File: src/rtl/lpddr_arbiter.sv
// lpddr_arbiter: three-requester (video, disk, cpu) arbiter in front of a
// single LPDDR memory port.  One transaction at a time through the
// IDLE -> ISSUE -> WAIT -> DONE sequence, with a bounded wait for mem_ack.
// Optional feature macro: LPDDR_ARB_ROUND_ROBIN_EN selects rotating
// priority; when undefined, priority is fixed video > disk > cpu.
module lpddr_arbiter #(
    parameter int ADDR_W         = 22,
    parameter int TIMEOUT_CYCLES = 255
) (
    input  logic                  cpu_clk,
    input  logic                  dcm_reset,
    input  logic                  lpddr_calib_done,
    input  logic [2:0]            req,
    input  logic [2:0]            wr,
    input  logic [3*ADDR_W-1:0]   addr_in,
    input  logic [95:0]           wdata_in,
    output logic [2:0]            gnt,
    output logic [2:0]            done,
    output logic [31:0]           rdata,
    output logic                  mem_req,
    output logic                  mem_wr,
    output logic [ADDR_W-1:0]     mem_addr,
    output logic [31:0]           mem_wdata,
    input  logic                  mem_ack,
    input  logic [31:0]           mem_rdata,
    output logic                  timeout_err
);

    localparam logic [1:0] IDLE  = 2'd0;
    localparam logic [1:0] ISSUE = 2'd1;
    localparam logic [1:0] WAIT  = 2'd2;
    localparam logic [1:0] DONE  = 2'd3;

    // Counter value on the last WAIT cycle before giving up.
    localparam logic [9:0] TO_LAST = 10'(TIMEOUT_CYCLES - 1);

    logic                cal_meta_reg;
    logic                cal_ok_reg;
    logic [1:0]          state_reg;
    logic [1:0]          owner_reg;
    logic [9:0]          tcnt_reg;
    logic [1:0]          win_idx_next;
    logic [ADDR_W-1:0]   addr_arr [3];
    logic [31:0]         wdata_arr [3];

    // Unpack the flat per-requester buses into indexable arrays.
    generate
        for (genvar gi = 0; gi < 3; gi++) begin : g_unpack
            assign addr_arr[gi]  = addr_in[gi*ADDR_W +: ADDR_W];
            assign wdata_arr[gi] = wdata_in[gi*32 +: 32];
        end
    endgenerate

    // Two-flop synchronizer for the calibration-done flag.
    always_ff @(posedge cpu_clk or posedge dcm_reset) begin
        if (dcm_reset) begin
            cal_meta_reg <= 1'b0;
            cal_ok_reg   <= 1'b0;
        end else begin
            cal_meta_reg <= lpddr_calib_done;
            cal_ok_reg   <= cal_meta_reg;
        end
    end

`ifdef LPDDR_ARB_ROUND_ROBIN_EN
    logic [1:0] ptr_reg;
    logic [1:0] cand_idx [3];

    // Candidate k is the requester index k places after the pointer (mod 3).
    generate
        for (genvar gi = 0; gi < 3; gi++) begin : g_cand
            logic [2:0] sum_w;
            assign sum_w        = {1'b0, ptr_reg} + 3'(gi);
            assign cand_idx[gi] = (sum_w >= 3'd3) ? 2'(sum_w - 3'd3) : sum_w[1:0];
        end
    endgenerate

    // First requesting index at or after the pointer wins; scan from the
    // farthest candidate so the nearest one overrides.
    always_comb begin
        win_idx_next = ptr_reg;
        for (int k = 2; k >= 0; k--) begin
            if (req[cand_idx[k]]) begin
                win_idx_next = cand_idx[k];
            end
        end
    end

    // Pointer moves just past the owner when a transaction finishes.
    always_ff @(posedge cpu_clk or posedge dcm_reset) begin
        if (dcm_reset) begin
            ptr_reg <= 2'd0;
        end else if (state_reg == DONE) begin
            ptr_reg <= (owner_reg == 2'd2) ? 2'd0 : owner_reg + 2'd1;
        end
    end
`else
    // Fixed priority: video (0) over disk (1) over cpu (2).
    always_comb begin
        if (req[0]) begin
            win_idx_next = 2'd0;
        end else if (req[1]) begin
            win_idx_next = 2'd1;
        end else begin
            win_idx_next = 2'd2;
        end
    end
`endif

    // Transaction sequencer and all registered outputs.
    always_ff @(posedge cpu_clk or posedge dcm_reset) begin
        if (dcm_reset) begin
            state_reg   <= IDLE;
            owner_reg   <= 2'd0;
            tcnt_reg    <= 10'd0;
            gnt         <= 3'b000;
            done        <= 3'b000;
            rdata       <= 32'd0;
            mem_req     <= 1'b0;
            mem_wr      <= 1'b0;
            mem_addr    <= '0;
            mem_wdata   <= 32'd0;
            timeout_err <= 1'b0;
        end else begin
            case (state_reg)
                IDLE: begin
                    done <= 3'b000;
                    if (cal_ok_reg && (req != 3'b000)) begin
                        owner_reg <= win_idx_next;
                        gnt       <= 3'b001 << win_idx_next;
                        mem_wr    <= wr[win_idx_next];
                        mem_addr  <= addr_arr[win_idx_next];
                        mem_wdata <= wdata_arr[win_idx_next];
                        state_reg <= ISSUE;
                    end
                end
                ISSUE: begin
                    mem_req   <= 1'b1;
                    tcnt_reg  <= 10'd0;
                    state_reg <= WAIT;
                end
                WAIT: begin
                    if (mem_ack) begin
                        rdata     <= mem_rdata;
                        mem_req   <= 1'b0;
                        done      <= gnt;
                        state_reg <= DONE;
                    end else if (tcnt_reg == TO_LAST) begin
                        rdata       <= 32'hDEADBEEF;
                        mem_req     <= 1'b0;
                        timeout_err <= 1'b1;
                        done        <= gnt;
                        state_reg   <= DONE;
                    end else begin
                        tcnt_reg <= tcnt_reg + 10'd1;
                    end
                end
                DONE: begin
                    done      <= 3'b000;
                    gnt       <= 3'b000;
                    state_reg <= IDLE;
                end
                default: begin
                    state_reg <= IDLE;
                end
            endcase
        end
    end

endmodule

File: config.mk
export PLATFORM = sky130hd
export DESIGN_NAME = lpddr_arbiter
export DESIGN_NICKNAME = d
export VERILOG_FILES = /design/src/rtl/lpddr_arbiter.sv
export SDC_FILE = /design/constraint.sdc
export NUM_CORES = 1
export LEC_CHECK = 0
export ABC_AREA = 1
export BUFFER_PORTS_ARGS = -buffer_cell sky130_fd_sc_hd__buf_2
export CORE_ASPECT_RATIO = 1.75
export CORE_MARGIN = 3
export CORE_UTILIZATION = 45
export DETAILED_ROUTE_END_ITERATION = 8
export PLACE_DENSITY = 0.8
export REMOVE_ABC_BUFFERS = 1
export SLEW_MARGIN = 15
export SYNTH_ARGS = -nofsm -noshare
export SYNTH_HDL_FRONTEND = slang
export SYNTH_SLANG_ARGS = --single-unit
File: constraint.sdc
create_clock -name cpu_clk -period 3.5 [get_ports cpu_clk]
set_input_delay 0.175 -clock cpu_clk [delete_from_list [all_inputs] [get_ports cpu_clk]]
set_output_delay 0.175 -clock cpu_clk [all_outputs]
set_load 0.01 [all_outputs]
* After elaboration in Yosys (flattened, before gate mapping)
Cells that the tools add are included.
Operators by class: $add $sub $neg 1, multipliers 0, div/mod/pow operators 0, magnitude comparators 2, equality and inequality tests 8, shift operators 1, muxes and demuxes 27, bitwise operators 2, reductions and logical operators 16
Operators by type and width (count):
- $mux 32 | 4
- $bmux 32 s2 | 1
- $bmux 22 s2 | 1
- $mux 22 | 2
- $mux 10 | 2
- $pmux 10 s2 | 1
- $pmux 3 s2 | 2
- $reduce_and 2->1 | 6
- $add 10x1->10 const B | 1
- $eq 10x8->1 const B | 1
- $mux 2 | 5
- $mux 3 | 3
- $pmux 2 s4 | 1
- $reduce_bool 2->1 | 4
- $ne 2x2->1 const B | 3
- $reduce_and 3->1 | 2
- $eq 2x2->1 const B | 2
- $ge 3x3->1 const B | 1
- $lt 2x3->1 const B | 1
- $mux 1 | 3
- $ne 3x3->1 const B | 1
- $not 2->3 | 1
- $reduce_bool 3->1 | 1
- $shl 1x2->3 const A | 1
- other kinds (7) | 7
Storage, ports and cells: register bits after elaboration 109, latch bits 0, memory bits (writable) 0, bits in read-only memories 0, input bits 204, output and inout bits 95, memories kept 0

* Logic depth before layout (Yosys ltp)
word-level depth 6, gate-level depth with buffers 10

* Worst setup path after synthesis
Ideal clock, no wire load.
kind reg-to-reg, start register state_reg[1], end register done[0], setup time 65 ps, arrival time 1318 ps, path slack 2117 ps, stages on the path, launching flop included 8, period minus slack after synthesis 1383 ps, cell sequence dfrtp_1 -> inv_1 -> ha_1 -> buf_2 -> inv_1 -> o21ai_0 -> nand2_1 -> nand2_1
On the way: longest elaborated chain between the ends 4, elaborated cells between the ends (all ways) 8
Ends and longest elaborated chain:
- start: declaration | line 39 | logic [1:0] state_reg;
- start signal: assignment | line 113 | state_reg <= IDLE;
- start signal: assignment | line 134 | state_reg <= ISSUE;
- start signal: assignment | line 140 | state_reg <= WAIT;
- $eq 2x2->1 or $logic_not 2->1 (tied branches) | line 125 | case (state_reg)
- $reduce_or 2->1 (no line)
- $reduce_bool 2->1 (no line)
- $reduce_and 2->1 (no line)
- end signal: assignment | line 146 | done <= gnt;
- end signal: assignment | line 152 | done <= gnt;
- end: declaration | line 18 | output logic [2:0] done,
Parallel ways exist; a longest one is shown, timed or not. A chain may end at the register's enable or synchronous reset.

* Final worst setup path
start register state_reg[0], end register tcnt_reg[6]
On the way: longest elaborated chain between the ends 3, elaborated cells between the ends (all ways) 7
Ends and longest elaborated chain:
- $eq 2x2->1 or $eq 2x1->1 (tied branches) | line 125
- $ne 2x2->1 (no line) or $reduce_bool 2->1 (tied branches)
- $reduce_and 3->1 (no line)
- end signal: assignment | line 155 | tcnt_reg <= tcnt_reg + 10'd1;
- end: declaration | line 41 | logic [9:0] tcnt_reg;
Parallel ways exist; a longest one is shown, timed or not.

==> run metrics <==
cell family with most CP delay=simple AND/OR/NAND/NOR gates; syn avg cell area=7.38 sq um; kind of critical path=reg -> reg; PD cells=721 mW/mm^2; Via-to-Cell Ratio=4.93; placed insts=1185; CTS sink cnt=109; Root Driver=clkbuf_16; library cells used by synthesis=26; Worst Skew=0.00778 ns; Num CTS Buffers=9; Core Region=0.0121 sq mm; Peak VDD IR=0.000343 V; status=finished clean; Final Hold Viols=0; GRT Overall Usage=0.245; Post-DP HPWL=13.1 mm; FF+latch count, synth=109; fill count=1124; register clock-pin slew on the reported worst setup and hold paths=0.08 ns; leakage power=4.27 nW; via count=5944; Main synth FF type=dfrtp_1; drt first pass iters=5; Longest Clk Path Bufs=2; largest net degree at the start of global routing=110; Cell Area, Synth=0.00558 sq mm; setup violators final=0; Die Width=90.2 um; Largest stage delay, worst path=0.50 ns; drt drc=0; Mapped Cells=756; Die Area=0.0138 sq mm; max-slew violations=0; post-route ant nets=0; Max Freq=0.505 GHz; sum of negative setup slack=0 ns; clk_lat worst skew=0.35 ns; Worst path most repeated cell=nand2_1; RR Startpoint=state_reg[0]; Max Cap Viol=0; RSZ-0062 raised after global routing=false; EDFF count, synth=0; Post-Layout Cell Count=1206; Critical Path RT=3.74 ns; initial detailed-routing violation count=299; GR Overflow Total=0; startpoint class of the critical path=flip-flop; multi-input logic area=0.00253 sq mm; CP endpoint kind=flip-flop; Critical Path, Cell by Cell=inv_1 -> ha_1 -> nand4_1 -> nand2_1 -> nor2_1 -> nand2_1 -> nand2_1; initial antenna violation count=4; Final GP Congestion=0.930; Tmin final=1.98 ns; CTS tree=built; Final #Nets=1243; sequential share of the synthesized area=0.489; layout cells sized above 1=0.325; DR WL/cell=14.3 um; Syn-to-layout area delta=34.3%; Max-slew headroom=0.306; Core Rows=53; met2 GRT Util=0.437; Port Buf Inserts=298; biggest registers after layout=mem_wdata (32), rdata (32), mem_addr (22); WL final=17.2 mm; first-pass GRT wire length=27.3 mm; Worst Tran Pin Value=1.04 ns; # Post-CTS Setup Buffers=0; Final Util=0.621; Buf/Inv on CP=1; crit path launch=state_reg[0]; Hold Path Class=in -> reg; Crit-path slowest cell=nand2_1; Worst EP arrival=2.22 ns; Seq. cell area=0.00273 sq mm; H-tree Lvls=3; number of global-route vias before repair=5567; GRT met3 Usage=0.0468; met1 Use GR=0.278; maximum fanout along the worst path=22; die height=153 um; Top Ports=299; initial core utilization=0.462; YS warnings=0; asr flop ratio synth=1.00; Most Used Layer, Global Route=met2; PostCTS Resize Cnt=0; hold path start=mem_rdata[6]; Tcrit/Tclk final=0.565
==> final timing paths <==
kind,slack [ns],to,cells past startpoint
hold / removal,0.02,rdata[6],3
setup / recovery,1.52,tcnt_reg[6],7
min in group asynchronous,0.45,rdata[10],4
setup reg to reg,1.52,tcnt_reg[6],7
max in group asynchronous,2.51,mem_wdata[31],4
hold reg to reg,0.36,cal_ok_reg,0
==> cell type report <==
class,instances,share of cell area
multi-input combinational,585,0.338
inverter,20,0.0104
clock buffer,9,0.0301
tap,165,0.0276
sequential,109,0.364
clock inverter,7,0.0172
timing repair buffer,308,0.211
antenna,3,0.00100
==> metrics by stage <==
step | instance area (sq um) | setup slack, ns | total power [mW] | hold slack [ns]
detailed placement | 7110 | 1.53 | 4.25 | 0.291
global placement | 7110 | 1.57 | 4.17 | 0.285
finish | 7490 | 1.52 | 5.40 | 0.0230
CTS | 7480 | 1.50 | 5.46 | 0.0126
global route | 7490 | 1.27 | 5.80 | 0.0203
floorplan | 5310 | 0.343 | 3.22 | 0.206
==> synth_stat cells (6+ instances only) <==
cell type | count | area (sq um)
buf_6 | 7 | 78.8
buf_2 | 23 | 115
nor2_1 | 21 | 78.8
a21oi_1 | 8 | 40.0
o21ai_1 | 14 | 70.1
buf_4 | 7 | 52.6
dfrtp_1 | 109 | 2730
inv_1 | 18 | 67.6
o21ai_0 | 21 | 105
ha_1 | 6 | 75.1
a22oi_1 | 7 | 52.6
nand3_1 | 76 | 380
o21a_1 | 7 | 52.6
nand2_1 | 410 | 1540
==> repair_timing <==
item                                   in CTS  in global routing
endpoints found under the hold margin      25                  0
setup endpoints to repair                   0                  0
hold buffers                                2                  0
==> routing by layer <==
layer | vias up | wire (um)
met2 | 249 | 9130
met5 | - | 18
met3 | 43 | 1100
met4 | 2 | 624
li1 | 2935 | -
met1 | 2715 | 6350
==> kinds of logic (layout without fill, tap and decap cells) <==
group	after synthesis	after routing	synth area share
buf+inv	62	344	0.0610
flops	109	109	0.489
fa+ha+maj	6	6	0.0135
compound gates	59	59	0.0603
other cells	0	3	0
simple gates	520	520	0.376
==> cell usage in the layout (no fill, tap or decap), types with 3 or more instances in the layout <==
cell type / count
o21a_1: 7
o21ai_1: 14
dfrtp_1: 109
nor3_1: 3
buf_4: 7
nand3_1: 76
buf_2: 298
clkbuf_16: 9
a21oi_1: 8
diode_2: 3
ha_1: 6
inv_1: 17
bufinv_16: 3
nor2_4: 4
o21ai_0: 21
a22oi_1: 7
nand2_1: 410
nor2_1: 18
==> power by group <==
group,switching (mW),internal [mW]
Clock,0.486,0.713
Combinational,1.33,0.810
Sequential,0.288,1.78
Total,2.10,3.30
==> worst register-to-register path: cells and delay by family, from the launching register on <==
| family | cells | cell delay [ns] |
|---|---|---|
| fa+ha+maj | 1 | 0.33 |
| buf+inv | 1 | 0.11 |
| simple gates | 5 | 1.04 |
| flops | 1 | 0.39 |
No activity file was read; power rests on OpenSTA's default activity.
